--- config.mk ---
export PLATFORM = sky130hd
export DESIGN_NAME = apb_timer
export DESIGN_NICKNAME = d
export VERILOG_FILES = /design/src/rtl/apb_timer_pkg.sv /design/src/rtl/apb_timer_prescaler.sv /design/src/rtl/apb_timer.sv
export SDC_FILE = /design/constraint.sdc
export NUM_CORES = 1
export LEC_CHECK = 0
export CAP_MARGIN = 20
export CORE_MARGIN = 2
export CORE_UTILIZATION = 50
export CTS_BUF_LIST = sky130_fd_sc_hd__clkbuf_2
export DETAILED_ROUTE_END_ITERATION = 6
export PLACE_DENSITY_LB_ADDON = 0.1
export SETUP_SLACK_MARGIN = 0.4
export SYNTH_ARGS = -nofsm -noshare
export SYNTH_HDL_FRONTEND = slang
export SYNTH_SLANG_ARGS = --single-unit
--- constraint.sdc ---
create_clock -name clk -period 8.37 [get_ports clk]
set_input_delay 1.674 -clock clk [delete_from_list [all_inputs] [get_ports clk]]
set_output_delay 1.674 -clock clk [all_outputs]
set_load 0.005 [all_outputs]
--- src/rtl/apb_timer_pkg.sv ---
// apb_timer_pkg: register offsets and CTRL bit positions shared by the timer RTL, software headers and the bench
package apb_timer_pkg;
  localparam logic [6:0] ADDR_CTRL     = 7'h00;
  localparam logic [6:0] ADDR_DIV      = 7'h04;
  localparam logic [6:0] ADDR_TIME     = 7'h08;
  localparam logic [6:0] ADDR_STATUS   = 7'h0C;
  localparam logic [6:0] ADDR_IEN      = 7'h10;
  localparam logic [6:0] ADDR_ARMED    = 7'h14;
  localparam logic [6:0] ADDR_CMP_BASE = 7'h40;
  localparam int CTRL_EN = 0;
endpackage

--- src/rtl/apb_timer_prescaler.sv ---
// apb_timer_prescaler: down-counting divider producing one tick every div+1 enabled cycles
module apb_timer_prescaler #(
  parameter int W_DIV = 8
) (
  input  logic             clk,
  input  logic             rst_n,
  input  logic             en,
  input  logic             reload,
  input  logic [W_DIV-1:0] div,
  input  logic [W_DIV-1:0] reload_val,
  output logic             tick
);
  logic [W_DIV-1:0] divcnt;
  assign tick = en & (divcnt == '0);
  always_ff @(posedge clk or negedge rst_n)
    if (!rst_n) divcnt <= '0;
    else if (reload) divcnt <= reload_val;
    else if (tick) divcnt <= div;
    else if (en) divcnt <= divcnt - 1'b1;
endmodule

--- src/rtl/apb_timer.sv ---
// apb_timer: APB tick counter with prescaler and one-shot compare channels raising maskable interrupts
module apb_timer
  import apb_timer_pkg::*;
#(
  parameter int N_TIMERS = 4,
  parameter int W_DIV    = 8,
  parameter int W_PADDR  = 16
) (
  input  logic               clk,
  input  logic               rst_n,
  input  logic               apbs_psel,
  input  logic               apbs_penable,
  input  logic               apbs_pwrite,
  input  logic [W_PADDR-1:0] apbs_paddr,
  input  logic [31:0]        apbs_pwdata,
  output logic [31:0]        apbs_prdata,
  output logic               apbs_pready,
  output logic               apbs_pslverr,
  output logic [N_TIMERS-1:0] irq
);
  logic en;
  logic [W_DIV-1:0] div;
  logic [31:0] time_q, rdata, cmp_rd;
  logic [31:0] cmp [N_TIMERS];
  logic [N_TIMERS-1:0] status, ien, armed;
  logic [6:0] off;
  logic setup, wr, mapped, is_cmp, tick;
  logic wr_ctrl, wr_div, wr_time, wr_status, wr_ien;
  logic unused_paddr;
  assign unused_paddr = ^{apbs_paddr[W_PADDR-1:7], apbs_paddr[1:0]};
  assign off = {apbs_paddr[6:2], 2'b00};
  assign is_cmp = apbs_paddr[6] & ~apbs_paddr[5] & ({29'b0, apbs_paddr[4:2]} < 32'(N_TIMERS));
  assign setup = apbs_psel & ~apbs_penable;
  assign wr = apbs_psel & apbs_penable & apbs_pwrite & mapped;
  assign wr_ctrl = wr & (off == ADDR_CTRL);
  assign wr_div = wr & (off == ADDR_DIV);
  assign wr_time = wr & (off == ADDR_TIME);
  assign wr_status = wr & (off == ADDR_STATUS);
  assign wr_ien = wr & (off == ADDR_IEN);
  assign apbs_pready = 1'b1;
  assign irq = status & ien;
  always_comb begin
    cmp_rd = '0;
    for (int k = 0; k < N_TIMERS; k++)
      if (apbs_paddr[4:2] == 3'(k)) cmp_rd = cmp[k];
    mapped = 1'b1;
    rdata = '0;
    case (off)
      ADDR_CTRL:   rdata[CTRL_EN] = en;
      ADDR_DIV:    rdata[W_DIV-1:0] = div;
      ADDR_TIME:   rdata = time_q;
      ADDR_STATUS: rdata[N_TIMERS-1:0] = status;
      ADDR_IEN:    rdata[N_TIMERS-1:0] = ien;
      ADDR_ARMED:  rdata[N_TIMERS-1:0] = armed;
      default: begin
        mapped = is_cmp;
        rdata = is_cmp ? cmp_rd : '0;
      end
    endcase
  end
  // any write that touches the time base restarts the prescaler from the (new) DIV value
  apb_timer_prescaler #(.W_DIV(W_DIV)) u_prescaler (
    .clk       (clk),
    .rst_n     (rst_n),
    .en        (en),
    .reload    (wr_ctrl | wr_div | wr_time),
    .div       (div),
    .reload_val(wr_div ? apbs_pwdata[W_DIV-1:0] : div),
    .tick      (tick)
  );
  always_ff @(posedge clk or negedge rst_n)
    if (!rst_n) begin
      apbs_prdata <= '0;
      apbs_pslverr <= 1'b0;
      en <= 1'b0;
      div <= '0;
      ien <= '0;
      time_q <= '0;
    end else begin
      apbs_prdata <= (setup & ~apbs_pwrite & mapped) ? rdata : '0;
      apbs_pslverr <= setup & ~mapped;
      if (wr_ctrl) en <= apbs_pwdata[CTRL_EN];
      if (wr_div) div <= apbs_pwdata[W_DIV-1:0];
      if (wr_ien) ien <= apbs_pwdata[N_TIMERS-1:0];
      time_q <= wr_time ? apbs_pwdata : time_q + 32'(tick);
    end
  for (genvar i = 0; i < N_TIMERS; i++) begin : g_ch
    logic [31:0] cmp_q;
    logic arm_q, st_q, wc, hit;
    assign wc = wr & is_cmp & (apbs_paddr[4:2] == 3'(i));
    assign hit = arm_q & (time_q == cmp_q);
    // a rewrite in the match cycle re-arms instead of firing; a match beats a same-cycle W1C
    always_ff @(posedge clk or negedge rst_n)
      if (!rst_n) begin
        cmp_q <= '0;
        arm_q <= 1'b0;
        st_q <= 1'b0;
      end else begin
        if (wc) cmp_q <= apbs_pwdata;
        arm_q <= wc | (arm_q & ~hit);
        st_q <= (hit & ~wc) | (st_q & ~(wr_status & apbs_pwdata[i]));
      end
    assign cmp[i] = cmp_q;
    assign armed[i] = arm_q;
    assign status[i] = st_q;
  end
endmodule

# ---- Yosys cells after proc, flatten, opt, wreduce, memory -nomap -nowiden
# Cells that the tools add are included.
dict set report totals {
  output_inout_bits 38
  word_cells 124
  input_bits 53
  reg_bits 222
}
dict set report op_classes {
  addsub 2
  n_reduce_logical 7
  eq_ne 12
  n_lt_le_gt_ge 1
  n_mux 16
  bitwise_logic 67
}
# operator count
set ops {}
lappend ops {{$mux W32} 7}
lappend ops {{$eq A32 B32 Y1} 4}
lappend ops {{$pmux W24 S2} 1}
lappend ops {{$and A1 B1 Y1} 40}
lappend ops {{$add A32 B1 Y32} 1}
lappend ops {{$mux W8} 4}
lappend ops {{$pmux W3 S6} 1}
lappend ops {{$not A1 Y1} 16}
lappend ops {{$pmux W4 S3} 1}
lappend ops {{$eq A5 B2 Y1 const B} 2}
lappend ops {{$eq A5 B3 Y1 const B} 2}
lappend ops {{$or A1 B1 Y1} 10}
lappend ops {{$logic_not A8 Y1} 1}
lappend ops {{$sub A8 B1 Y8 const B} 1}
lappend ops {{$logic_not A7 Y1} 1}
lappend ops {{$eq A3 B2 Y1 const B} 2}
lappend ops {{$pmux W1 S6} 1}
lappend ops {{$reduce_or A6 Y1} 1}
lappend ops {{$eq A5 B1 Y1 const B} 1}
lappend ops {{$reduce_or A5 Y1} 1}
lappend ops {{$and A4 B4 Y4} 1}
lappend ops {{$reduce_or A4 Y1} 1}
lappend ops {{$eq A3 B1 Y1 const B} 1}
lappend ops {{$logic_not A3 Y1} 1}
lappend ops {{3 further kinds} 3}

# ---- Longest topological paths before layout
dict set report depth {
  ltp_word 10
  mapped_depth 14
  depth_no_buf 12
}

# ---- By module
# From an unflattened synthesis, not the netlist that was laid out.
dict set report unflattened {
  cells_unflattened 1061
  hier_area_um2 12032.8
}
# mod area_per_inst_um2 instances cells_per_inst
set modules_own_cells {}
lappend modules_own_cells {apb_timer 11448.5 1 994}
lappend modules_own_cells {apb_timer_prescaler 584.3 1 67}

# ---- Worst setup path after synthesis
# No wires, ideal clock.
dict set report synth_timing {
  kind {in2reg}
  start {in apbs_paddr[4]}
  end {reg g_ch[1].cmp_q[0]}
  arrival_ns 3.140
  setup_time_ns 0.125
  path_slack_ns 5.105
  required_time_ns 8.245
  path_stages 7
  cell_sequence {buf_6 -> nand2b_1 -> or2_1 -> buf_2 -> nor3b_4 -> buf_6 -> mux2_2}
}
dict set report synth_between {
  elab_chain_len 6
}
# item line_no
set synth_lines {}
lappend synth_lines {{start: declaration} apb_timer.sv:14} ;# input logic [W_PADDR-1:0] apbs_paddr,
lappend synth_lines {{$lt A3 B3 Y1 (tied with other cells)} apb_timer.sv:32} ;# assign is_cmp = apbs_paddr[6] & ~apbs_paddr[5] & ({29'b0, apbs_paddr[4:2]} < 32'(N_TIMERS));
lappend synth_lines {{$and A1 B1 Y1 or $reduce_or A6 Y1 (tied branches)} --}
lappend synth_lines {{$mux W1} apb_timer.sv:48} ;# case (off)
lappend synth_lines {{$and A1 B1 Y1} apb_timer.sv:34} ;# assign wr = apbs_psel & apbs_penable & apbs_pwrite & mapped;
lappend synth_lines {{$and A1 B1 Y1} apb_timer.sv:90} ;# assign wc = wr & is_cmp & (apbs_paddr[4:2] == 3'(i));
lappend synth_lines {{$and A1 B1 Y1 (*)} apb_timer.sv:90}
lappend synth_lines {{end signal: assignment} apb_timer.sv:99} ;# if (wc) cmp_q <= apbs_pwdata;
lappend synth_lines {{end: declaration} apb_timer.sv:88} ;# logic [31:0] cmp_q;
# Every way passes the cells marked *; elsewhere a longest branch is shown, timed or not.
# A chain may end at the register's enable or synchronous reset.

# ---- Worst setup path in the final report
dict set report layout_timing {
  start {reg u_prescaler.divcnt[0]}
  end {reg time_q[31]}
}
dict set report layout_between {
  elab_chain_len 4
}
# item line_no
set layout_lines {}
lappend layout_lines {{start: declaration} apb_timer_prescaler.sv:13} ;# logic [W_DIV-1:0] divcnt;
lappend layout_lines {{start signal: assignment} apb_timer_prescaler.sv:17} ;# else if (reload) divcnt <= reload_val;
lappend layout_lines {{start signal: assignment} apb_timer_prescaler.sv:18} ;# else if (tick) divcnt <= div;
lappend layout_lines {{start signal: assignment} apb_timer_prescaler.sv:19} ;# else if (en) divcnt <= divcnt - 1'b1;
lappend layout_lines {{$logic_not A8 Y1} apb_timer_prescaler.sv:14} ;# assign tick = en & (divcnt == '0);
lappend layout_lines {{$and A1 B1 Y1} apb_timer_prescaler.sv:14}
lappend layout_lines {{$add A32 B1 Y32} apb_timer.sv:85} ;# time_q <= wr_time ? apbs_pwdata : time_q + 32'(tick);
lappend layout_lines {{$mux W32} apb_timer.sv:85}
lappend layout_lines {{end signal: assignment} apb_timer.sv:85}
lappend layout_lines {{end: declaration} apb_timer.sv:23} ;# logic [31:0] time_q, rdata, cmp_rd;
# No other way between the ends.

==> results.md <==
- Layout cell share with drive strength beyond 1: 22.4%
- Synth cell count leaders: dfrtp_1, nand2_1, mux2_2
- Worst-Margin Slew: 0.916 ns
- Worst setup EP type: flop
- I/O Pins: 91
- TritonCTS Buffers: 59
- Post-synth EDFFs: 0
- CTS tree: yes
- DRC viols: 0
- Hold Startpoint: g_ch[1].arm_q$_DFF_PN0_
- Register bit count reported by yosys: 222
- Top_reg_cell synth: dfrtp_1
- Fin Setup TNS: 0 ns
- Rel. slew slack: 38.9%
- Hold Path Cell Cnt: 1
- Sink of the worst hold path: g_ch[1].arm_q$_DFF_PN0_
- DR pass1 iterations: 7
- Htree depth: 2
- Area grow syn2layout: 11.1%
- Critical path class: reg2reg
- Post-synth ARST share: 100%
- Largest net degree at the start of global routing: 119
- Register area share after synthesis: 46.3%
- CTS sink count: 222
- Setup WS post-layout: 4.54 ns
- Vias/cell: 5.73
- RSZ-0062 raised after global routing: false
- Largest cells by area after synthesis: dfrtp_1, mux2_2, xnor2_1
- Starting DRT DRC Count: 588
- Total wire length: 33900 um
- Starting density of the core: 50.9%
- Max VDD drop: 0.101 mV
- Placed Area: 12800 um2
- Finish-stage setup viols: 0
- Horiz. Die Dim: 159 um
- Global-route wire length before repair: 53700 um
- Clock root cell: clkbuf_2
- Critical path fanouts, max: 11
- Top cell type's share of synthesized area: 46.3%
- Final Instance Area: 13300 um2
- CTS Hold Bufs: 0
- Rows: 56
- Clk Latency, worst-skew pair: 0.87 ns
- Status: finished clean
- Die area: 25200 um2
- Worst reg2reg endpoint: time_q[31]$_DFF_PN0_
- Post-synthesis cell area: 12000 um2
- GR Overflow Total: 0
- Via count: 8732
- YS warnings: 0
- Dpl ws: 3.98 ns
- Final GP Congestion: 0.907
- Synth Instances: 1099
- Period utilization: 45.8%
- Total Routing Usage GR: 27.6%
- R2R Setup Slk: 4.54 ns
- Core Footprint: 23500 um2
- Routed WL per cell: 22.3 um
- Crit Reg-Reg Startpoint: u_prescaler.divcnt[0]$_DFFE_PN0P_
- Leak pwr: 5.84 nW
- Clock Path Buffers: 3
- Kind of start point of the critical path: flop
- Largest area contributor in the netlist: dfrtp_1
- Crit. Startpoint: u_prescaler.divcnt[0]$_DFFE_PN0P_
- Syn Nets: 1156
- Fmax: 261 MHz
- Layout net count: 1219
- R2r worst-path depth: 11
- PortBufs: 78
- MaxCap Viol Count: 0
- Top-count cell post-synth: dfrtp_1
- Synth unique cells: 62
- Clk pin slew, worst setup/hold paths: 0.11 ns
- Final core utilization: 56.6%
- Setup Fix Bufs, Post-CTS: 0
- Final number of hold-violating endpoints: 0
- Die Ht: 159 um
- Hold WC Path Type: reg2reg
- Power per Cell Area: 179 nW/um2
- CP required: 9.09 ns
- Final ANT Viol Nets: 0
- Number of global-route vias before repair: 8982
- Initial antenna violation count: 1
- Fill cells: 2104
- Post-DP HPWL: 22800 um
- Slew Viols, Final: 0
- Resize count post-CTS: 0
- Clk_skew: 0.0492 ns
- CP arrival: 4.55 ns
- Min cycle time layout: 3.83 ns
- Syn Area/Cell: 10.9 um2
-- layer usage --
layer | part of all wire [%] | track usage (%) | wire length (um)
met1 | 43 | 36.9 | 14500
met4 | 3.5 | 10.5 | 1180
met2 | 48 | 44.9 | 16300
met3 | 5.9 | 5.22 | 1990
met5 | 0 | 0 | 0
-- registers in the layout, summed over array words and instances, names as in the netlist --
register,count
g_ch.cmp_q,128
apbs_prdata,32
time_q,32
div,8
u_prescaler.divcnt,8
g_ch.arm_q,4
g_ch.st_q,4
ien,4
apbs_pslverr,1
en,1
-- per-stage QoR --
stage,power [mW],instances,hold slack [ns]
CTS,2.41,1522,0.517
detailed placement,1.66,1420,0.494
finish,2.38,1523,0.516
global placement,1.65,1420,0.488
global route,2.51,1523,0.535
floorplan,1.51,1099,0.466
-- worst max-delay path by stage --
| stage | end | slack (ns) | cells past startpoint |
|---|---|---|---|
| after floorplan | g_ch[1].cmp_q[0]$_DFFE_PN0P_ | 5.10 | 7 |
| after global placement | g_ch[1].cmp_q[16]$_DFFE_PN0P_ | 3.99 | 6 |
| after detailed placement | g_ch[1].cmp_q[27]$_DFFE_PN0P_ | 3.98 | 6 |
| after CTS | time_q[31]$_DFF_PN0_ | 4.53 | 11 |
| after global routing | time_q[25]$_DFF_PN0_ | 4.21 | 11 |
| final | time_q[31]$_DFF_PN0_ | 4.54 | 11 |
-- area by class of cell --
cell class | count | area (um2) | share of cell area [%]
inverters | 13 | 48.8 | 0.366
repair buffers | 91 | 876 | 6.57
multi-input cells | 775 | 5940 | 44.6
diodes | 1 | 2.50 | 0.0188
well taps | 319 | 399 | 3.00
flip-flops and latches | 222 | 5560 | 41.7
clock inverters | 9 | 37.5 | 0.282
clock buffers | 93 | 465 | 3.49
-- cell families after synthesis --
kind of cell / share of synthesized area [%]
simple gates: 14.1
xor+xnor: 11.5
fa+ha+maj: 0.417
flops: 46.3
mux: 17.0
compound gates: 6.23
buf+inv: 4.29
other cells: 0.0313
-- placed cells by master (no fill, tap or decap), types with 4 or more instances in the layout --
master / count
xnor2_1: 89
and3_1: 7
nand4_1: 24
inv_1: 13
a22oi_1: 25
nor3_1: 22
and2_1: 6
xor2_1: 69
nor4_1: 28
ha_1: 4
clkbuf_2: 93
nor2_1: 71
nor3b_4: 4
nand2b_1: 4
a21oi_1: 52
mux2i_1: 4
clkinv_1: 7
buf_4: 14
a21o_1: 4
o21ai_0: 14
nor2b_1: 10
mux4_2: 31
clkdlybuf4s50_1: 75
nand2_1: 133
mux2_2: 114
dfrtp_1: 222
nand3_1: 12
-- critical path, stage by stage, from the launching register on --
cell       delay, ns
dfrtp_1         0.40
inv_1           0.10
ha_1            0.16
nand4bb_1       0.30
or4b_1          0.72
inv_1           0.14
ha_1            0.29
and3_1          0.23
nand4_1         0.57
nor3_1          0.55
xnor2_1         0.16
a21oi_1         0.08
-- where the power goes --
group | total, mW | switching [mW] | internal, mW
logic | 0.388 | 0.206 | 0.182
clock network | 0.738 | 0.449 | 0.289
registers | 1.25 | 0.0999 | 1.15
total | 2.38 | 0.755 | 1.62
No activity file was read; power rests on OpenSTA's default activity.
